File: config.mk
export PLATFORM = sky130hd
export DESIGN_NAME = adc_capture_ctl
export DESIGN_NICKNAME = d
export VERILOG_FILES = /design/src/rtl/adc_capture_pkg.sv /design/src/rtl/adc_noise_tmr.sv /design/src/rtl/adc_capture_ctl.sv
export SDC_FILE = /design/constraint.sdc
export NUM_CORES = 1
export LEC_CHECK = 0
export ABC_CLOCK_PERIOD_IN_PS = 12270
export CORE_MARGIN = 2
export CORE_UTILIZATION = 45
export CTS_CLUSTER_SIZE = 10
export DETAILED_ROUTE_END_ITERATION = 8
export GPL_TIMING_DRIVEN = 1
export PLACE_DENSITY = 0.76
export SLEW_MARGIN = 25
export SYNTH_ARGS = -nofsm -noshare
export SYNTH_HDL_FRONTEND = slang
export SYNTH_SLANG_ARGS = --single-unit
export TNS_END_PERCENT = 50
File: constraint.sdc
create_clock -name adc_clk -period 12.27 [get_ports adc_clk]
set_clock_uncertainty 0.05 [all_clocks]
set_input_delay 3.681 -clock adc_clk [delete_from_list [all_inputs] [get_ports adc_clk]]
set_output_delay 3.681 -clock adc_clk [all_outputs]
set_load 0.01 [all_outputs]
File: src/rtl/adc_capture_pkg.sv
// Shared state encodings and default widths for the ADC capture controller.
package adc_capture_pkg;

    localparam int CTR_W_DEF = 24;

    typedef enum logic [2:0] {
        ST_IDLE    = 3'd0,
        ST_ARMED   = 3'd1,
        ST_DELAY   = 3'd2,
        ST_CAPTURE = 3'd3,
        ST_DONE    = 3'd4
    } state_t;

endpackage

File: src/rtl/adc_noise_tmr.sv
// Square-wave generator for the receive-switch toggle used during noise measurement.
module adc_noise_tmr #(
    parameter int NOISE_HALF = 1524
) (
    input  logic i_clk,
    input  logic i_rst,
    input  logic i_en,
    output logic o_tgl
);

    localparam int CW = (NOISE_HALF > 0) ? $clog2(NOISE_HALF + 1) : 1;
    localparam logic [CW-1:0] RELOAD = CW'(NOISE_HALF);

    logic [CW-1:0] r_cnt;
    logic          r_tgl;

    always_ff @(posedge i_clk) begin
        if (i_rst || !i_en) begin
            r_cnt <= RELOAD;
            r_tgl <= 1'b0;
        end else if (r_cnt == '0) begin
            r_cnt <= RELOAD;
            r_tgl <= ~r_tgl;
        end else begin
            r_cnt <= r_cnt - CW'(1);
        end
    end

    // Gated so the output drops in the same cycle the mode is left.
    assign o_tgl = r_tgl & i_en;

endmodule

File: src/rtl/adc_capture_ctl.sv
// ADC capture sequencer: arm on DMA request, wait for trigger plus delay,
// capture a bounded or unbounded number of beats, then hand back to idle.
module adc_capture_ctl
    import adc_capture_pkg::*;
#(
    parameter int CTR_W      = CTR_W_DEF,
    parameter int NOISE_HALF = 1524
) (
    input  logic             adc_clk,
    input  logic             adc_rst,
    input  logic             xfer_req,
    input  logic             dac_txed,
    input  logic             meas_noise,
    input  logic             done_req,
    input  logic [CTR_W-1:0] cap_len,
    input  logic [15:0]      trig_dly,
    input  logic             adc_dwr,
    input  logic             adc_wovf,
    output logic             adc_en,
    output logic             fifo_rst,
    output logic             rxq_sw_ctl,
    output logic [2:0]       state,
    output logic [CTR_W-1:0] beat_cnt,
    output logic             ovf_flag
);

    state_t             r_state;
    state_t             w_next;
    logic               r_live;
    logic               r_xfer_d;
    logic               r_dac_d;
    logic [15:0]        r_dly;
    logic [15:0]        r_trig_dly;
    logic [CTR_W-1:0]   r_cap_len;
    logic [CTR_W-1:0]   r_beat_cnt;
    logic               r_adc_en;
    logic               r_fifo_rst;
    logic               r_ovf;
    logic               w_xfer_rise;
    logic               w_trig;
    logic               w_last;
    logic               w_arm_entry;

    function automatic logic [CTR_W-1:0] sat_inc(input logic [CTR_W-1:0] v);
        return (&v) ? v : v + CTR_W'(1);
    endfunction

    // r_live masks the first post-reset cycle so a request already high is not seen as an edge.
    assign w_xfer_rise = xfer_req & ~r_xfer_d & r_live;
    assign w_trig      = (dac_txed & ~r_dac_d & r_live) | meas_noise;
    assign w_last      = (r_cap_len != '0) && (r_beat_cnt == r_cap_len - CTR_W'(1));
    assign w_arm_entry = (r_state == ST_IDLE) && w_xfer_rise;

    always_comb begin
        w_next = r_state;
        case (r_state)
            ST_IDLE:    if (w_xfer_rise) w_next = ST_ARMED;
            ST_ARMED: begin
                if (done_req)       w_next = ST_DONE;
                else if (!xfer_req) w_next = ST_IDLE;
                else if (w_trig)    w_next = ST_DELAY;
            end
            ST_DELAY: begin
                if (done_req)           w_next = ST_DONE;
                else if (!xfer_req)     w_next = ST_IDLE;
                else if (r_dly == '0)   w_next = ST_CAPTURE;
            end
            ST_CAPTURE: begin
                if (done_req)               w_next = ST_DONE;
                else if (!xfer_req)         w_next = ST_IDLE;
                else if (adc_dwr && w_last) w_next = ST_DONE;
            end
            ST_DONE:    if (!xfer_req && !done_req) w_next = ST_IDLE;
            default:    w_next = ST_IDLE;
        endcase
    end

    always_ff @(posedge adc_clk) begin
        if (adc_rst) begin
            r_state    <= ST_IDLE;
            r_live     <= 1'b0;
            r_xfer_d   <= 1'b0;
            r_dac_d    <= 1'b0;
            r_dly      <= '0;
            r_beat_cnt <= '0;
            r_adc_en   <= 1'b0;
            r_fifo_rst <= 1'b0;
            r_ovf      <= 1'b0;
        end else begin
            r_state    <= w_next;
            r_live     <= 1'b1;
            r_xfer_d   <= xfer_req;
            r_dac_d    <= dac_txed;
            r_adc_en   <= (w_next == ST_CAPTURE);
            r_fifo_rst <= w_arm_entry;
            if (w_arm_entry) begin
                r_beat_cnt <= '0;
                r_ovf      <= 1'b0;
            end else if (r_state == ST_CAPTURE) begin
                if (adc_dwr)  r_beat_cnt <= sat_inc(r_beat_cnt);
                if (adc_wovf) r_ovf      <= 1'b1;
            end
            if (r_state == ST_ARMED)
                r_dly <= r_trig_dly;
            else if (r_state == ST_DELAY && r_dly != '0)
                r_dly <= r_dly - 16'd1;
        end
    end

    // Run parameters are frozen at arm time so software may reprogram mid-run.
    always_ff @(posedge adc_clk) begin
        if (w_arm_entry) begin
            r_cap_len  <= cap_len;
            r_trig_dly <= trig_dly;
        end
    end

    adc_noise_tmr #(
        .NOISE_HALF (NOISE_HALF)
    ) u_noise_tmr (
        .i_clk (adc_clk),
        .i_rst (adc_rst),
        .i_en  (meas_noise),
        .o_tgl (rxq_sw_ctl)
    );

    assign adc_en   = r_adc_en;
    assign fifo_rst = r_fifo_rst;
    assign state    = r_state;
    assign beat_cnt = r_beat_cnt;
    assign ovf_flag = r_ovf;

endmodule

### Yosys cells after proc, flatten, opt, wreduce, memory -nomap -nowiden

Index checks and enable logic that the tools add are counted.

* bitwise logic cells: 10
* $lt $le $gt $ge: 0
* eq/ne operators: 6
* div/mod/pow operators: 0
* mux-type cells: 15
* add/sub/neg operators: 4
* $mul: 0
* shift operators: 0
* reductions and logical operators: 20

Operators with widths (number)
* two-way mux 3 bit: 11
* two-way mux 16 bit: 2
* adder 24 x 1 -> 24 bit, second input constant: 1
* == test 24 bit: 1
* AND reduction 24 bit: 1
* nonzero test 24 bit: 1
* subtractor 24 x 1 -> 24 bit, second input constant: 1
* logical NOT 16 bit: 1
* nonzero test 16 bit: 1
* subtractor 16 x 1 -> 16 bit, second input constant: 1
* one-hot mux 3 bit (5 select lines): 1
* logical NOT 11 bit: 1
* subtractor 11 x 1 -> 11 bit, second input constant: 1
* == test 3 x 2 -> 1 bit, second input constant: 3
* AND 1 bit: 5
* logical AND 1 bit: 5
* NOT 1 bit: 4
* OR reduction 2 bit: 2
* == test 3 x 1 -> 1 bit, second input constant: 1
* == test 3 bit, second input constant: 1
* logical NOT 1 bit: 3
* logical NOT 3 bit: 1
* AND reduction 3 bit: 1
* AND reduction 2 bit: 1
* 4 further kinds: 4

* bits in read-only memories: 0
* bits in latches: 0
* register bits: 101
* output and inout bits: 31
* bits in writable memories: 0
* memories kept: 0

### Logic depth before layout (Yosys ltp)

* depth in word-level cells: 9
* gate-level depth with buffers: 8
* gate-level depth less buffers: 8

### By module

From an unflattened synthesis, not the netlist that was laid out.

* cell total of the unflattened synthesis: 513
* area total of the unflattened synthesis: 5099.9 um^2

By module, submodules not included
* adc_capture_ctl: cells each 442, times used 1, seq. area each 2182.1 um^2, area an instance 4450.5 um^2
* adc_noise_tmr: cells each 71, times used 1, seq. area each 240.2 um^2, area an instance 649.4 um^2

### Least setup slack after synthesis

Ideal clock, no wire load.

* path type: input port to output port
* start point: input port meas_noise
* end point: output port rxq_sw_ctl
* arrival: 3.846 ns
* buffers on the path: 0
* stages: 1
* setup slack: 4.693 ns
* cell sequence: and2_1

* word-level cells in the longest chain between the ends: 1

Ends and longest elaborated chain
* start, declared: RTL line adc_capture_ctl.sv:13 `input logic meas_noise,`
* AND 1 bit: RTL line adc_noise_tmr.sv:30 `assign o_tgl = r_tgl & i_en;`
* end, declared: RTL line adc_capture_ctl.sv:21 `output logic rxq_sw_ctl,`

Every way passes these cells.

### Worst setup path after layout

Ends and elaborated chain as after synthesis.

==> run metrics <==
starting DRC count in detailed routing=227; simple-gate share of the synthesized area=0.241; DR pass1 iterations=5; Synth-to-Final Area Change=22.1%; clk sinks=101; transition time of the tightest slew-check pin=0.918 ns; post-route cell area=6100 µm²; DRC Markers=0; routing usage on met3=0.0279; largest family of logic cells by synthesized area=simple AND/OR/NAND/NOR gates; met2 Usage GRT=0.289; final setup vio count=0; global placement routability congestion=0.899; Syn Area/Cell=9.87 µm²; Total Power=0.628 mW; Int Power=0.467 mW; number of gates resized after cts=0; Die Y=109 µm; CP max FO=5; Post-Route WL=11.0 mm; CP Launch Type=input pin; H-tree depth=3; Die Wd=109 µm; Yosys reg bits=101; commonest non-fill, non-tap cells in the layout=clkdlybuf4s50_1 (78), nor2_1 (63), dfxtp_1 (61); WL/cell=15.2 µm; nets=633; largest net degree at the start of global routing=42; PD cells=103 nW/µm²; Core ar.=10800 µm²; register clock-pin slew on the reported worst setup and hold paths=0.11 ns; RSZ-0062 raised after global routing=no; Clk pwr share=0.323; Max clock buf depth=2; fin crit period=8.61 ns; Reg power frac=0.588; Synth Area in Adders=0.0125; Layout fillers=956; switching power=0.160 mW; share of cells above drive strength 1=0.0564; outcome=complete, no violations; CTS Buf Count=9; hold buffers post-CTS=0; CP required=8.54 ns; Top FF cell, synth=dfxtp_1; hold slack=0.431 ns; initial antenna violation count=0; fmax=116 MHz; vias=4062; multi-input logic area=2460 µm²; gr ovfl total=0; Mapped Cells=506; row cnt=38; Final Cycle Share=0.701; post-DR vias/cell=5.60; Post-synth EDFFs=40; commonest non-fill, non-tap cell in the layout=clkdlybuf4s50_1; global-route wire length before repair=17.7 mm; Switching Share=0.255; register area=2420 µm²; placed inst area=5910 µm²; number of port buffers=78; Hold WC Path Type=reg -> reg; VDD IR max=0.0532 mV; Worst-Skew Late Latency=0.37 ns; Synth Area in Compound Gates=0.114; Post-Synth XOR/XNOR Area=0.118; CP Class=in -> out; CTS tree=yes; setup TNS=0 ns; Post CTS Setup Buffer Count=0; max-cap violation count=0; Ports=79; Combinational Power Share=0.088; Mapped Nets=559; vias in the first global route=3794; register area share after synthesis=0.485; Unique masters post-synth=59; remaining antenna violation count=0; Rel. slew slack=0.387; WP data arrival=4.88 ns; Leakage=1.97 nW; GRT busiest layer=met2; Root Driver=clkbuf_8; GR Layer Usage met1=0.263; Final Hold Viols=0; Pins Over Slew Limit=0; mux cell area share after synthesis=0.00602; Starting Density=0.461; antenna cells=0; Synth async-reset ratio=0; DIE AREA=12000 µm²; synthesized cell area=4990 µm²; HPWL Detailed=8.14 mm; Ys Warns=0; GRT Total Usage=0.188; Crit. End Element=output port
==> area by class of cell <==
cell class                 instances  share of cell area
clock buffer                       9              0.0203
multi-input combinational        373               0.404
inverter                          15             0.00923
timing repair buffer              80               0.131
sequential                       101               0.397
clock inverter                     7              0.0101
tap                              140              0.0287
==> worst paths after layout <==
path | start | endpoint | depth (start not counted) | slack (ns)
worst max-delay path | meas_noise | rxq_sw_ctl | 3 | 3.66
worst min-delay path | u_noise_tmr.r_cnt[0] | u_noise_tmr.r_cnt[0] | 1 | 0.43
worst max register to register | r_cap_len[0] | state[2] | 8 | 9.04
worst min register to register | u_noise_tmr.r_cnt[0] | u_noise_tmr.r_cnt[0] | 1 | 0.43
==> power by group through the flow <==
stage                     registers (mW)  clock network, mW  logic, mW
after global placement             0.376                  0     0.0538
after global routing               0.371              0.222     0.0609
after CTS                          0.369              0.208     0.0556
final                              0.369              0.203     0.0554
after detailed placement           0.377                  0     0.0552
after floorplan                    0.374                  0     0.0319
==> state kept, by name, indices dropped and copies added, names as in the netlist, 3 cells and up <==
signal,count
beat_cnt,24
r_cap_len,24
r_dly,16
r_trig_dly,16
state,3
u_noise_tmr.r_cnt,11
==> synth_stat cells (all sizes together) (5+ instances only) <==
cell type,instances,share of area
a2111oi,6,0.012
a211oi,12,0.018
a21oi,14,0.015
a311oi,5,0.0088
and3,5,0.0063
clkbuf,17,0.013
dfxtp,61,0.24
edfxtp,40,0.24
ha,5,0.013
inv,15,0.011
nand2,28,0.021
nand3,12,0.012
nand4,12,0.015
nor2,64,0.048
nor2b,5,0.0063
nor3,15,0.016
nor4,17,0.021
o21ai,20,0.020
or3,15,0.019
or4,9,0.015
xnor2,40,0.070
xor2,27,0.047
==> per-layer routing <==
layer | wire, µm | part of all wire
met1 | 5140 | 0.47
met2 | 4990 | 0.45
met3 | 587 | 0.053
met4 | 277 | 0.025
met5 | 0 | 0
==> cells by family (layout without fill, tap and decap cells) <==
group	after synthesis	after routing
multiplexers	3	3
buffers and inverters	32	111
flip-flops	101	101
adder cells (fa/ha/maj)	5	5
AO/OA/AOI/OAI	80	80
AND/OR/NAND/NOR	218	218
XOR/XNOR	67	67
==> critical path: stages <==
cell             delay, ns
clkdlybuf4s50_1       0.52
and2_1                0.14
clkdlybuf4s50_1       0.53
==> metrics by stage <==
step                worst slack, ns   util  std cells
floorplan                      4.69      -        506
global placement               3.67  0.545        709
detailed placement             3.65  0.545        709
CTS                            3.65  0.562        725
global route                   3.60  0.562        725
finish                         3.66  0.562        725
No activity file was read; power rests on OpenSTA's default activity.
